==> src/rtl/mips_mc_pkg.sv <==
// Shared encodings for the multicycle MIPS controller: FSM states, opcodes,
// funct codes, ALU control codes and datapath mux selects.
package mips_mc_pkg;

    typedef enum logic [3:0] {
        FETCH    = 4'd0,
        DECODE   = 4'd1,
        MEMADR   = 4'd2,
        MEMREAD  = 4'd3,
        MEMWB    = 4'd4,
        MEMWRITE = 4'd5,
        EXECUTE  = 4'd6,
        ALUWB    = 4'd7,
        BRANCH   = 4'd8,
        ADDIEX   = 4'd9,
        ADDIWB   = 4'd10,
        JUMP     = 4'd11
    } state_t;

    localparam logic [5:0] OP_RTYPE = 6'b000000;
    localparam logic [5:0] OP_LW    = 6'b100011;
    localparam logic [5:0] OP_SW    = 6'b101011;
    localparam logic [5:0] OP_BEQ   = 6'b000100;
    localparam logic [5:0] OP_ADDI  = 6'b001000;
    localparam logic [5:0] OP_J     = 6'b000010;

    localparam logic [5:0] FN_ADD = 6'b100000;
    localparam logic [5:0] FN_SUB = 6'b100010;
    localparam logic [5:0] FN_AND = 6'b100100;
    localparam logic [5:0] FN_OR  = 6'b100101;
    localparam logic [5:0] FN_SLT = 6'b101010;

    localparam logic [2:0] ALU_AND = 3'b000;
    localparam logic [2:0] ALU_OR  = 3'b001;
    localparam logic [2:0] ALU_ADD = 3'b010;
    localparam logic [2:0] ALU_SUB = 3'b110;
    localparam logic [2:0] ALU_SLT = 3'b111;

    localparam logic [1:0] ALUOP_ADD   = 2'b00;
    localparam logic [1:0] ALUOP_SUB   = 2'b01;
    localparam logic [1:0] ALUOP_FUNCT = 2'b10;

    localparam logic [1:0] SRCB_REGB     = 2'b00;
    localparam logic [1:0] SRCB_FOUR     = 2'b01;
    localparam logic [1:0] SRCB_SIMM     = 2'b10;
    localparam logic [1:0] SRCB_SIMM_SH2 = 2'b11;

    localparam logic [1:0] PCSRC_ALU    = 2'b00;
    localparam logic [1:0] PCSRC_ALUOUT = 2'b01;
    localparam logic [1:0] PCSRC_JUMP   = 2'b10;

endpackage

==> src/rtl/mips_alu_decoder.sv <==
// Combinational ALU decoder: maps the FSM's aluop request and the R-type
// funct field to an ALU control code, flagging funct values with no mapping.
module mips_alu_decoder
    import mips_mc_pkg::*;
(
    input  logic [1:0] aluop,
    input  logic [5:0] funct,
    output logic [2:0] alucontrol,
    output logic       funct_illegal
);

    always_comb begin
        alucontrol    = ALU_ADD;
        funct_illegal = 1'b0;
        case (aluop)
            ALUOP_SUB: alucontrol = ALU_SUB;
            ALUOP_FUNCT: begin
                case (funct)
                    FN_ADD:  alucontrol = ALU_ADD;
                    FN_SUB:  alucontrol = ALU_SUB;
                    FN_AND:  alucontrol = ALU_AND;
                    FN_OR:   alucontrol = ALU_OR;
                    FN_SLT:  alucontrol = ALU_SLT;
                    default: funct_illegal = 1'b1;
                endcase
            end
            default: alucontrol = ALU_ADD;
        endcase
    end

endmodule

==> src/rtl/mips_multicycle_ctrl.sv <==
// Multicycle MIPS sequencing controller: Moore main FSM driving datapath
// muxes/enables, stalling on mem_ready, with a retired-instruction counter.
module mips_multicycle_ctrl
    import mips_mc_pkg::*;
#(
    parameter int unsigned CNT_W   = 32,
    parameter int unsigned STATE_W = 4
) (
    input  logic               clk,
    input  logic               reset,
    input  logic [5:0]         opcode,
    input  logic [5:0]         funct,
    input  logic               zero,
    input  logic               mem_ready,
    output logic               pcen,
    output logic               iord,
    output logic               memwrite,
    output logic               irwrite,
    output logic               regdst,
    output logic               memtoreg,
    output logic               regwrite,
    output logic               alusrca,
    output logic [1:0]         alusrcb,
    output logic [1:0]         pcsrc,
    output logic [2:0]         alucontrol,
    output logic               illegal,
    output logic [STATE_W-1:0] state,
    output logic [CNT_W-1:0]   retired
);

    state_t     cur_state, next_state;
    logic [1:0] aluop;
    logic       funct_illegal;
    logic       pcwrite, branch, retire;
    logic       memwrite_raw, irwrite_raw, regwrite_raw, illegal_raw;

    always_ff @(posedge clk or negedge reset) begin
        if (!reset) cur_state <= FETCH;
        else        cur_state <= next_state;
    end

    always_ff @(posedge clk or negedge reset) begin
        if (!reset)      retired <= '0;
        else if (retire) retired <= retired + CNT_W'(1);
    end

    // aluop depends on state only so the funct decode feeds the FSM without a loop
    always_comb begin
        aluop = ALUOP_ADD;
        case (cur_state)
            EXECUTE: aluop = ALUOP_FUNCT;
            BRANCH:  aluop = ALUOP_SUB;
            default: aluop = ALUOP_ADD;
        endcase
    end

    mips_alu_decoder u_alu_decoder (
        .aluop         (aluop),
        .funct         (funct),
        .alucontrol    (alucontrol),
        .funct_illegal (funct_illegal)
    );

    always_comb begin
        next_state   = FETCH;
        pcwrite      = 1'b0;
        branch       = 1'b0;
        retire       = 1'b0;
        iord         = 1'b0;
        memwrite_raw = 1'b0;
        irwrite_raw  = 1'b0;
        regwrite_raw = 1'b0;
        illegal_raw  = 1'b0;
        regdst       = 1'b0;
        memtoreg     = 1'b0;
        alusrca      = 1'b0;
        alusrcb      = SRCB_REGB;
        pcsrc        = PCSRC_ALU;
        case (cur_state)
            FETCH: begin
                alusrcb     = SRCB_FOUR;
                irwrite_raw = mem_ready;
                pcwrite     = mem_ready;
                next_state  = mem_ready ? DECODE : FETCH;
            end
            DECODE: begin
                alusrcb = SRCB_SIMM_SH2;
                case (opcode)
                    OP_LW, OP_SW: next_state = MEMADR;
                    OP_RTYPE:     next_state = EXECUTE;
                    OP_BEQ:       next_state = BRANCH;
                    OP_ADDI:      next_state = ADDIEX;
                    OP_J:         next_state = JUMP;
                    default: begin
                        illegal_raw = 1'b1;
                        next_state  = FETCH;
                    end
                endcase
            end
            MEMADR: begin
                alusrca    = 1'b1;
                alusrcb    = SRCB_SIMM;
                next_state = (opcode == OP_LW) ? MEMREAD : MEMWRITE;
            end
            MEMREAD: begin
                iord       = 1'b1;
                next_state = mem_ready ? MEMWB : MEMREAD;
            end
            MEMWB: begin
                memtoreg     = 1'b1;
                regwrite_raw = 1'b1;
                retire       = 1'b1;
            end
            MEMWRITE: begin
                iord         = 1'b1;
                memwrite_raw = 1'b1;
                retire       = mem_ready;
                next_state   = mem_ready ? FETCH : MEMWRITE;
            end
            EXECUTE: begin
                alusrca     = 1'b1;
                illegal_raw = funct_illegal;
                next_state  = funct_illegal ? FETCH : ALUWB;
            end
            ALUWB: begin
                regdst       = 1'b1;
                regwrite_raw = 1'b1;
                retire       = 1'b1;
            end
            BRANCH: begin
                alusrca = 1'b1;
                pcsrc   = PCSRC_ALUOUT;
                branch  = 1'b1;
                retire  = 1'b1;
            end
            ADDIEX: begin
                alusrca    = 1'b1;
                alusrcb    = SRCB_SIMM;
                next_state = ADDIWB;
            end
            ADDIWB: begin
                regwrite_raw = 1'b1;
                retire       = 1'b1;
            end
            JUMP: begin
                pcsrc   = PCSRC_JUMP;
                pcwrite = 1'b1;
                retire  = 1'b1;
            end
            default: next_state = FETCH;
        endcase
    end

    // Write-type strobes are masked by reset so nothing commits while it is held
    assign pcen     = reset & (pcwrite | (branch & zero));
    assign irwrite  = reset & irwrite_raw;
    assign regwrite = reset & regwrite_raw;
    assign memwrite = reset & memwrite_raw;
    assign illegal  = reset & illegal_raw;
    assign state    = STATE_W'(cur_state);

endmodule

==> config.mk <==
export PLATFORM = sky130hd
export DESIGN_NAME = mips_multicycle_ctrl
export DESIGN_NICKNAME = d
export VERILOG_FILES = /design/src/rtl/mips_mc_pkg.sv /design/src/rtl/mips_alu_decoder.sv /design/src/rtl/mips_multicycle_ctrl.sv
export SDC_FILE = /design/constraint.sdc
export NUM_CORES = 1
export LEC_CHECK = 0
export ABC_AREA = 1
export BUFFER_PORTS_ARGS = -buffer_cell sky130_fd_sc_hd__buf_4
export CAP_MARGIN = 40
export CORE_MARGIN = 2
export CORE_UTILIZATION = 45
export CTS_CLUSTER_DIAMETER = 30
export CTS_CLUSTER_SIZE = 28
export DETAILED_ROUTE_END_ITERATION = 8
export PLACE_DENSITY = 0.7
export SLEW_MARGIN = 20
export SYNTH_ARGS = -nofsm -noshare
export SYNTH_HDL_FRONTEND = slang
export SYNTH_SLANG_ARGS = --single-unit
==> constraint.sdc <==
create_clock -name clk -period 4.8 [get_ports clk]
set_clock_uncertainty 0.05 [all_clocks]
set_input_delay 0.48 -clock clk [delete_from_list [all_inputs] [get_ports clk]]
set_output_delay 0.48 -clock clk [all_outputs]
set_load 0.01 [all_outputs]
==> results.md <==
- Vias in the first global route: 2532
- H-Tree Depth: 2
- Metal-1 WL: 3020 µm
- Area Growth Syn to Fin: 24.9%
- Register cell area after layout: ~900 µm²
- DR vias: about 2700
- Commonest cells after routing, fill and taps aside: 156 x nand2_1, 74 x nor2_1, 67 x buf_4
- HPWL after DPL: slightly above 5000 µm
- Post-cts resize count: 0
- CP Launch Point: state[0]$_DFF_PN0_
- Clock Sinks: 36
- Starting Density: 0.470
- Status: completed
- CP Class: flip-flop to primary output
- Worst-path fanout max: 6
- Unrepaired setup endpoints after global routing: no
- Count of cell types in the netlist: 24
- Fin. max-slew vios: 0
- CTS Hold Bufs: 0
- Drc violations: 0
- Critical path data required time: between 4000 and 5000 ps
- Net count, final: 504
- Setup crit end kind: primary output
- Diodes inserted: 0
- Type of origin of the critical path: flip-flop
- Initial antenna violation count: 0
- Sequential area share after synthesis: 0.344
- CTS Root Cell: clkbuf_8
- TritonCTS clock tree: built
- Gpl congestion: 0.897
- Most common cell after layout, fill and taps aside: nand2_1
- Die width: 80.3 µm
- Slew @ Worst Pin: 498 ps
- Longest Clk Path Bufs: 2
- DRT Pass-1 Iters: 4
- Hold slack: 103 ps
- Critical path, cell by cell: nor2_1, inv_1, nor2_1, inv_1, ha_1, inv_1, a31oi_1, nand3_1, a21oi_1, buf_4
- ANT nets after route: 0
- Worst Reg-to-Reg Cells: 7
- CTS Buf Count: 5
- Max VDD drop: between 0.00015 and 0.0002 V
- Syn avg cell area: around 6.3 µm²
- Die Ht: ~80 µm
- Clock-pin transition on the worst setup and hold timing paths: about 70 ps
- DR top layer: met4
- IO buf count: 67
- Die footprint: 0.00645 mm²
- Buf/Inv on CP: 4
- Hold WC Path Type: input pin to async pin
- Arr. time, crit path: between 2000 and 2500 ps
- Mapped Cells: 415
- Crit-path slowest cell: dfrtp_1
- MaxCap Viol Count: 0
- Initial DRC Count: 130
- Setup tns final: 0 ps
- Crit-path max cell delay: 430 ps
- Synth Cell Area: between 0.002 and 0.003 mm²
- #FFs+latches synth: 36
- I/O Pins: about 70
- R2R Setup Slk: 2870 ps
- First-pass GRT wire length: 11400 µm
- Via-to-Cell Ratio: roughly 4.8
- Critical path's most frequent cell: inv_1
- Largest net degree at the start of global routing: 39
- Final Hold Vio Count: 0
- # fillers: 589
- Rows: 27
- Period utilization: 0.537
- GRT Total Usage: 0.220
- Routed WL: 6480 µm
- Routed len/inst: about 12 µm
- Rel. slew slack: 0.668
- CP delay by family, top: simple AND/OR/NAND/NOR gates
- Fraction of layout cells with a size suffix above 1: 0.183
- Yosys warns: 0
- Post-CTS Setup Bufs: 0
- Worst reg2reg endpoint: retired[26]$_DFFE_PN0P_
- Metal3 WL: about 270 µm
- Crit path time final: ~2600 ps
- Grt total ovfl: 0
- Clock Latency Late Sink: 290 ps
- Power Dens Cells: between 200 and 250 mW/mm²
- Core ar.: about 0.0056 mm²
- Final setup viols: 0
- F_max: 388 MHz
- Launch point of the worst reg-to-reg path: state[1]$_DFF_PN0_
- Met2 wire length: 3110 µm
- Area taken by multi-input logic gates: roughly 0.0015 mm²
- Leakage: 0.00160 µW
- Post-Synthesis Net Count: about 430
-- per-stage QoR --
stage	setup WS, ps	util	power, µW	std cells	instance area [µm²]
after floorplan	2640	-	472	415	2620
after global placement	2600	0.571	559	550	3180
after detailed placement	2520	0.571	563	550	3180
after CTS	2200	0.587	789	558	3270
after global routing	2000	0.587	821	558	3270
final	2220	0.587	780	558	3270
-- power breakdown --
group	internal [µW]	total (µW)	switching, µW
combinational	86.0	200	114
clock	117	225	108
sequential	324	354	30.2
-- worst max-delay path by stage --
stage	to	slack, ps	cells past startpoint
final	illegal	2220	10
after global routing	illegal	2000	10
after CTS	illegal	2200	10
after detailed placement	illegal	2520	10
after global placement	illegal	2600	10
after floorplan	alucontrol[2]	2640	6
-- synth_stat cells (all sizes together) --
| cell type | count | area (µm²) |
|---|---|---|
| o21bai | 1 | 11.3 |
| nor2 | 80 | 330 |
| xor2 | 6 | 52.6 |
| inv | 55 | 206 |
| nand3b | 8 | 60.1 |
| xnor2 | 8 | 70.1 |
| a21oi | 3 | 15.0 |
| o21ai | 11 | 55.1 |
| dfrtp | 36 | 901 |
| nand2 | 162 | 623 |
| a31oi | 2 | 12.5 |
| nand3 | 24 | 143 |
| ha | 3 | 37.5 |
| nand4 | 9 | 56.3 |
| nor3 | 3 | 15.0 |
| buf | 4 | 31.3 |
-- kinds of logic (layout without fill, tap and decap cells) --
logic type | Yosys count | in the layout | share of synthesized area
AOI/OAI and AO/OA | 17 | 17 | 0.0358
xor gates and xnor gates | 14 | 14 | 0.0468
adders and majority gates | 3 | 3 | 0.0143
buffers and inverters | 59 | 130 | 0.0907
DFF | 36 | 36 | 0.344
and+or+nand+nor | 286 | 286 | 0.468
-- flip-flops by register name, summed over array words and instances, names as in the netlist --
register / flops
retired: 32
state: 4
-- cell type report --
type                            count  area share
Timing Repair Buffer               67       0.154
Clock buffer                        8      0.0275
Sequential cell                    36       0.275
Tap cell                           72      0.0275
Inverter                           55      0.0631
Multi-Input combinational cell    320       0.453
-- per-layer routing --
metal	track usage	vias to the layer above
met5	0	-
met4	0.0542	0
met3	0.0382	9
met2	0.361	50
met1	0.301	1201
li1	-	1415
Note: power is estimated with default switching activity, not from simulation.
